$ cat config.mk
export PLATFORM = sky130hd
export DESIGN_NAME = output_port_drain
export DESIGN_NICKNAME = d
export VERILOG_FILES = /design/src/rtl/output_port_drain_pkg.sv /design/src/rtl/drain_fifo_mem.sv /design/src/rtl/output_port_drain.sv
export SDC_FILE = /design/constraint.sdc
export NUM_CORES = 1
export LEC_CHECK = 0
export ABC_CLOCK_PERIOD_IN_PS = 4500
export CORE_ASPECT_RATIO = 0.75
export CORE_UTILIZATION = 30
export DETAILED_ROUTE_END_ITERATION = 10
export MAX_ROUTING_LAYER = met4
export SLEW_MARGIN = 20
export SYNTH_ARGS = -nofsm -noshare
export SYNTH_HDL_FRONTEND = slang
export SYNTH_SLANG_ARGS = --single-unit
export TNS_END_PERCENT = 1
$ cat constraint.sdc
create_clock -name Clk -period 4.5 [get_ports Clk]
set_input_delay 1.125 -clock Clk [delete_from_list [all_inputs] [get_ports Clk]]
set_output_delay 1.125 -clock Clk [all_outputs]
set_load 0.05 [all_outputs]
$ cat src/rtl/output_port_drain_pkg.sv
`default_nettype none
// ============================================================================
//  Module   : output_port_drain_pkg
//  Purpose  : Shared constants and types for the A09 CPU sequencer and the
//             output-port drain FIFO, so CPU-level and bench instantiations
//             agree on widths and depths.
//  Revision : 1.0  initial release
// ============================================================================
package output_port_drain_pkg;

    // Microsequencer constants shared with the control matrix
    localparam int SEQ_UPC_W       = 8;
    localparam int SEQ_STEP_W      = 4;
    localparam int SEQ_RESET_UPC   = 0;

    // Output-port drain defaults
    localparam int OUT_DRAIN_DATA_W     = 8;
    localparam int OUT_DRAIN_DEPTH_LOG2 = 2;
    localparam int OUT_DRAIN_DROPCNT_W  = 8;

    // Occupancy classification of the drain FIFO
    typedef enum logic [1:0] {
        OCC_EMPTY   = 2'd0,
        OCC_PARTIAL = 2'd1,
        OCC_FULL    = 2'd2
    } occ_state_e;

    // Map a fill level onto the occupancy state
    function automatic occ_state_e occ_from_level(input int unsigned level,
                                                  input int unsigned depth);
        occ_state_e st;
        if (level == 0)
            st = OCC_EMPTY;
        else if (level >= depth)
            st = OCC_FULL;
        else
            st = OCC_PARTIAL;
        return st;
    endfunction

endpackage : output_port_drain_pkg
`default_nettype wire

$ cat src/rtl/drain_fifo_mem.sv
`default_nettype none
// ============================================================================
//  Module   : drain_fifo_mem
//  Purpose  : Depth x DataWidth flop array for the output-port drain FIFO.
//             One synchronous write port, one combinational read port,
//             asynchronous active-low reset clears every entry.
//  Revision : 1.0  initial release
// ============================================================================
module drain_fifo_mem #(
    parameter int DATA_WIDTH = 8,
    parameter int ADDR_WIDTH = 2
) (
    input  logic                  clk,
    input  logic                  rst_n,
    input  logic                  i_wr_en,
    input  logic [ADDR_WIDTH-1:0] i_wr_addr,
    input  logic [DATA_WIDTH-1:0] i_wr_data,
    input  logic [ADDR_WIDTH-1:0] i_rd_addr,
    output logic [DATA_WIDTH-1:0] o_rd_data
);

    localparam int c_depth = 2 ** ADDR_WIDTH;

    logic [DATA_WIDTH-1:0] mem_q [c_depth];
    logic [DATA_WIDTH-1:0] mem_d [c_depth];

    for (genvar g = 0; g < c_depth; g++) begin : g_entry
        // Entry g takes the write data only when it is the addressed slot
        always_comb begin
            mem_d[g] = mem_q[g];
            if (i_wr_en && (i_wr_addr == ADDR_WIDTH'(g)))
                mem_d[g] = i_wr_data;
        end

        // Entry storage; cleared only by reset, never by a flush
        always_ff @(posedge clk or negedge rst_n) begin
            if (!rst_n)
                mem_q[g] <= '0;
            else
                mem_q[g] <= mem_d[g];
        end
    end

    assign o_rd_data = mem_q[i_rd_addr];

endmodule : drain_fifo_mem
`default_nettype wire

$ cat src/rtl/output_port_drain.sv
`default_nettype none
// ============================================================================
//  Module   : output_port_drain
//  Purpose  : Captures CPU output-port writes into a small FIFO and presents
//             them downstream over a valid/ready handshake. Full lets the
//             control matrix stall OUT writes instead of losing data.
//  Options  : OUTPUT_PORT_DRAIN_DROPCNT_EN - enables the saturating count of
//             writes discarded while full; otherwise Drop_Cnt is tied to 0.
//  Revision : 1.0  initial release
// ============================================================================
module output_port_drain
    import output_port_drain_pkg::*;
#(
    parameter int DataWidth    = OUT_DRAIN_DATA_W,
    parameter int DepthLog2    = OUT_DRAIN_DEPTH_LOG2,
    parameter int DropCntWidth = OUT_DRAIN_DROPCNT_W
) (
    input  logic                    Clk,
    input  logic                    Reset_N,
    input  logic                    Wr_En,
    input  logic [DataWidth-1:0]    Wr_Data,
    input  logic                    Flush,
    output logic                    Full,
    output logic [DepthLog2:0]      Level,
    output logic                    M_Valid,
    output logic [DataWidth-1:0]    M_Data,
    input  logic                    M_Ready,
    output logic [DropCntWidth-1:0] Drop_Cnt
);

    localparam int c_depth = 2 ** DepthLog2;

    logic [DepthLog2-1:0] wr_ptr_q, wr_ptr_d;
    logic [DepthLog2-1:0] rd_ptr_q, rd_ptr_d;
    logic [DepthLog2:0]   level_q,  level_d;
    occ_state_e           occ_q,    occ_d;

    logic w_full;
    logic w_valid;
    logic w_push;
    logic w_pop;

    // Full and valid come straight from the registered occupancy state
    assign w_full  = (occ_q == OCC_FULL);
    assign w_valid = (occ_q != OCC_EMPTY);

    // A pop frees a slot in the same cycle, so a write while full still
    // lands when the head is being taken; flush suppresses both sides
    assign w_pop  = w_valid & M_Ready & ~Flush;
    assign w_push = Wr_En & ~Flush & (~w_full | w_pop);

    // Next pointers, level and occupancy state
    always_comb begin
        wr_ptr_d = wr_ptr_q;
        rd_ptr_d = rd_ptr_q;
        level_d  = level_q;
        if (Flush) begin
            wr_ptr_d = '0;
            rd_ptr_d = '0;
            level_d  = '0;
        end else begin
            if (w_push)
                wr_ptr_d = wr_ptr_q + DepthLog2'(1);
            if (w_pop)
                rd_ptr_d = rd_ptr_q + DepthLog2'(1);
            case ({w_push, w_pop})
                2'b10:   level_d = level_q + (DepthLog2 + 1)'(1);
                2'b01:   level_d = level_q - (DepthLog2 + 1)'(1);
                default: level_d = level_q;
            endcase
        end
        occ_d = occ_from_level(32'(level_d), c_depth);
    end

    // Pointer, level and occupancy registers
    always_ff @(posedge Clk or negedge Reset_N) begin
        if (!Reset_N) begin
            wr_ptr_q <= '0;
            rd_ptr_q <= '0;
            level_q  <= '0;
            occ_q    <= OCC_EMPTY;
        end else begin
            wr_ptr_q <= wr_ptr_d;
            rd_ptr_q <= rd_ptr_d;
            level_q  <= level_d;
            occ_q    <= occ_d;
        end
    end

    drain_fifo_mem #(
        .DATA_WIDTH (DataWidth),
        .ADDR_WIDTH (DepthLog2)
    ) u_mem (
        .clk        (Clk),
        .rst_n      (Reset_N),
        .i_wr_en    (w_push),
        .i_wr_addr  (wr_ptr_q),
        .i_wr_data  (Wr_Data),
        .i_rd_addr  (rd_ptr_q),
        .o_rd_data  (M_Data)
    );

    assign Full    = w_full;
    assign Level   = level_q;
    assign M_Valid = w_valid;

`ifdef OUTPUT_PORT_DRAIN_DROPCNT_EN
    logic [DropCntWidth-1:0] drop_cnt_q, drop_cnt_d;
    logic                    w_drop;

    // A drop is a real write refused for lack of room; flushed writes are not drops
    assign w_drop = Wr_En & ~Flush & w_full & ~w_pop;

    // Saturating increment so a long stall never wraps back to a small count
    always_comb begin
        drop_cnt_d = drop_cnt_q;
        if (w_drop && (drop_cnt_q != {DropCntWidth{1'b1}}))
            drop_cnt_d = drop_cnt_q + DropCntWidth'(1);
    end

    // Drop counter register, cleared only by reset
    always_ff @(posedge Clk or negedge Reset_N) begin
        if (!Reset_N)
            drop_cnt_q <= '0;
        else
            drop_cnt_q <= drop_cnt_d;
    end

    assign Drop_Cnt = drop_cnt_q;
`else
    assign Drop_Cnt = '0;
`endif

endmodule : output_port_drain
`default_nettype wire

==> summary.txt <==
Crit path required time: 3380 ps
synth warn: 0
Hold Buf Count CTS: 0
Synth area leader: dfrtp_1
Pleak: 1.04 nW
DR vias: 1,139
crit-path max FO: 10
Clock Latency Late Sink: 280 ps
RSZ-0062 raised after global routing: no
CTS tree: done
largest net degree at the start of global routing: 41
Final min period: 3480 ps
Max Clock Skew: 4.85 ps
Final setup viols: 0
via density per instance: 4.59
synthesized area per cell: 14.1 sq um
Primary FF master, synth: dfrtp_1
GR Util met2: 0.169
sequential power share: 0.466
Final period util: 0.773
post-synthesis sequential area ratio: 0.499
Port Buf Inserts: 25
Critical Path AT: 2350 ps
Routed Wire Length: 3.59 mm
Psw: 0.361 mW
total power: 1.10 mW
slowest CP cell: dfrtp_1
PnR worst setup slack: 1020 ps
Max Slew Vio Count: 0
global-route wire length before repair: 5.95 mm
Worst Tran Pin Value: 874 ps
Synth top area share: 0.499
Max Freq: 288 MHz
Startpoint Class: register
pre-CTS setup slack: 1120 ps
Max Cap Viol: 0
clk sinks: 40
GR Util met1: 0.170
vias in the first global route: 1,125
Remaining Overflow, GRT: 0
num rows: 25
die width: 96.4 um
DP Wirelength: 2.49 mm
Crit path largest cell delay: 750 ps
pwr dens: 464 mW/mm^2
CTS max path bufs: 2
CTS buffer count: 5
Hold Path Class: reg -> reg
chip height: 72.8 um
worst path cell trace: mux4_2 > clkdlybuf4s50_1
number of synthesized register bits: 40
Layout area overhead: 17.7%
Placer Congestion: 0.748
Final Hold Viols: 0
post-CTS resize count: 0
DIE AREA: 0.00702 sq mm
Post-Layout Cell Count: 248
wire length per cell: 14.5 um
hold slack final: 504 ps
placed instance count: 241
starting density of the core: 0.314
Sw Ratio: 0.329
clk slew on worst S/H paths: 70 ps
DR iter-0 viols: 40
Design Area, Final: 0.00236 sq mm
cells after synthesis: 142
Logic pwr share: 0.333
Global Route met3 Usage: 0.0323
most common cell after layout, fill and taps aside: dfrtp_1
Placeable Area: 0.00638 sq mm
Int Pwr: 0.736 mW
drt first pass iters: 4
VDD IR-drop max: 0.241 mV
# DRC: 0
Ports: 34
Post-DRT Antenna Nets: 0
Antenna Diode Count: 0
Clk pwr share: 0.201
final setup TNS: 0 ps
CP endpoint kind: primary output
Cell Area, Placed: 0.00228 sq mm
Util after Layout: 0.370
H-tree depth: 2
root buf cell: clkbuf_8
max_slew headroom: 0.417
critical setup path kind: reg -> out
Post-Syn Area: 0.00201 sq mm
async set-reset flop share out of synthesis: 1.00
nets: 185
post-synthesis cell type count: 31
initial antenna violation count: 0
ratio of cells with drive above 1 in the final layout: 0.335
Post-synth EDFFs: 0
most frequent cells in the layout: 40 x dfrtp_1, 31 x mux2_2, 24 x clkdlybuf4s50_1
Total GRT Usage: 0.121
status: complete, no violations
grt peak-use layer: met1
post-CTS setup buffers: 0
synth top area cells: dfrtp_1 50%, mux2_2 17%, mux4_2 9.0%
-- power groups by stage --
stage                     registers [mW]  clock network (mW)  logic [mW]
final                              0.511               0.220       0.365
after CTS                          0.511               0.232       0.369
after global placement             0.518                   0       0.363
after floorplan                    0.500                   0       0.287
after global routing               0.526               0.249       0.388
after detailed placement           0.518                   0       0.368
-- cell usage after synthesis, types with 2 or more instances --
| library cell | number |
|---|---|
| mux4_2 | 8 |
| ha_1 | 4 |
| or2_2 | 2 |
| nand2_2 | 2 |
| nor3b_1 | 3 |
| dfrtp_1 | 40 |
| xor2_1 | 4 |
| nor4b_1 | 2 |
| mux2_2 | 31 |
| nand3_1 | 2 |
| buf_4 | 11 |
| nand2_1 | 2 |
| buf_2 | 2 |
| nor2_1 | 7 |
| inv_1 | 4 |
| nand2_4 | 2 |
| mux2i_1 | 2 |
-- critical path, delay by kind of cell (launching register included) --
kind / cells / cell delay (ps)
DFF: 1 / 750
buffers and inverters: 1 / 720
muxes: 1 / 600
-- cell families after synthesis --
group,share of synthesized area
other cells,0.00187
fa+ha+maj,0.0349
mux,0.279
compound gates,0.0293
flops,0.499
buf+inv,0.0555
simple gates,0.0780
xor+xnor,0.0218
-- sequential cells by signal, summed over array words and instances (netlist names) --
name	cells
u_mem.mem_q	32
Level	3
rd_ptr_q	2
wr_ptr_q	2
occ_q	1
-- per-layer routing --
layer | vias up | share of wire
li1 | 532 | -
met1 | 583 | 0.51
met2 | 22 | 0.44
met3 | 2 | 0.045
met4 | 0 | 0.0039
met5 | - | 0
-- final timing paths --
check | startpoint | to | slack [ps] | cells after the start
worst max-delay path | rd_ptr_q[0]$_DFFE_PN0P_ | M_Data[4] | 1020 | 2
worst min-delay path | u_mem.mem_q[4]$_DFFE_PN0P_ | u_mem.mem_q[4]$_DFFE_PN0P_ | 500 | 1
worst max register to register | Level[2]$_DFF_PN0_ | occ_q[0]$_DFF_PN0_ | 2200 | 7
worst min register to register | u_mem.mem_q[4]$_DFFE_PN0P_ | u_mem.mem_q[4]$_DFFE_PN0P_ | 500 | 1
max in group asynchronous | Reset_N | u_mem.mem_q[22]$_DFFE_PN0P_ | 2990 | 1
min in group asynchronous | Reset_N | u_mem.mem_q[13]$_DFFE_PN0P_ | 960 | 1
-- cell type report --
| class | instances | area (sq um) |
|---|---|---|
| multi-input cells | 91 | 920 |
| well taps | 81 | 101 |
| inverters | 4 | 15.0 |
| flip-flops and latches | 40 | 1000 |
| clock inverters | 1 | 5.00 |
| clock buffers | 6 | 72.6 |
| repair buffers | 25 | 245 |
| fillers | 626 | 4020 |
Power figures use the tool's default switching activity.
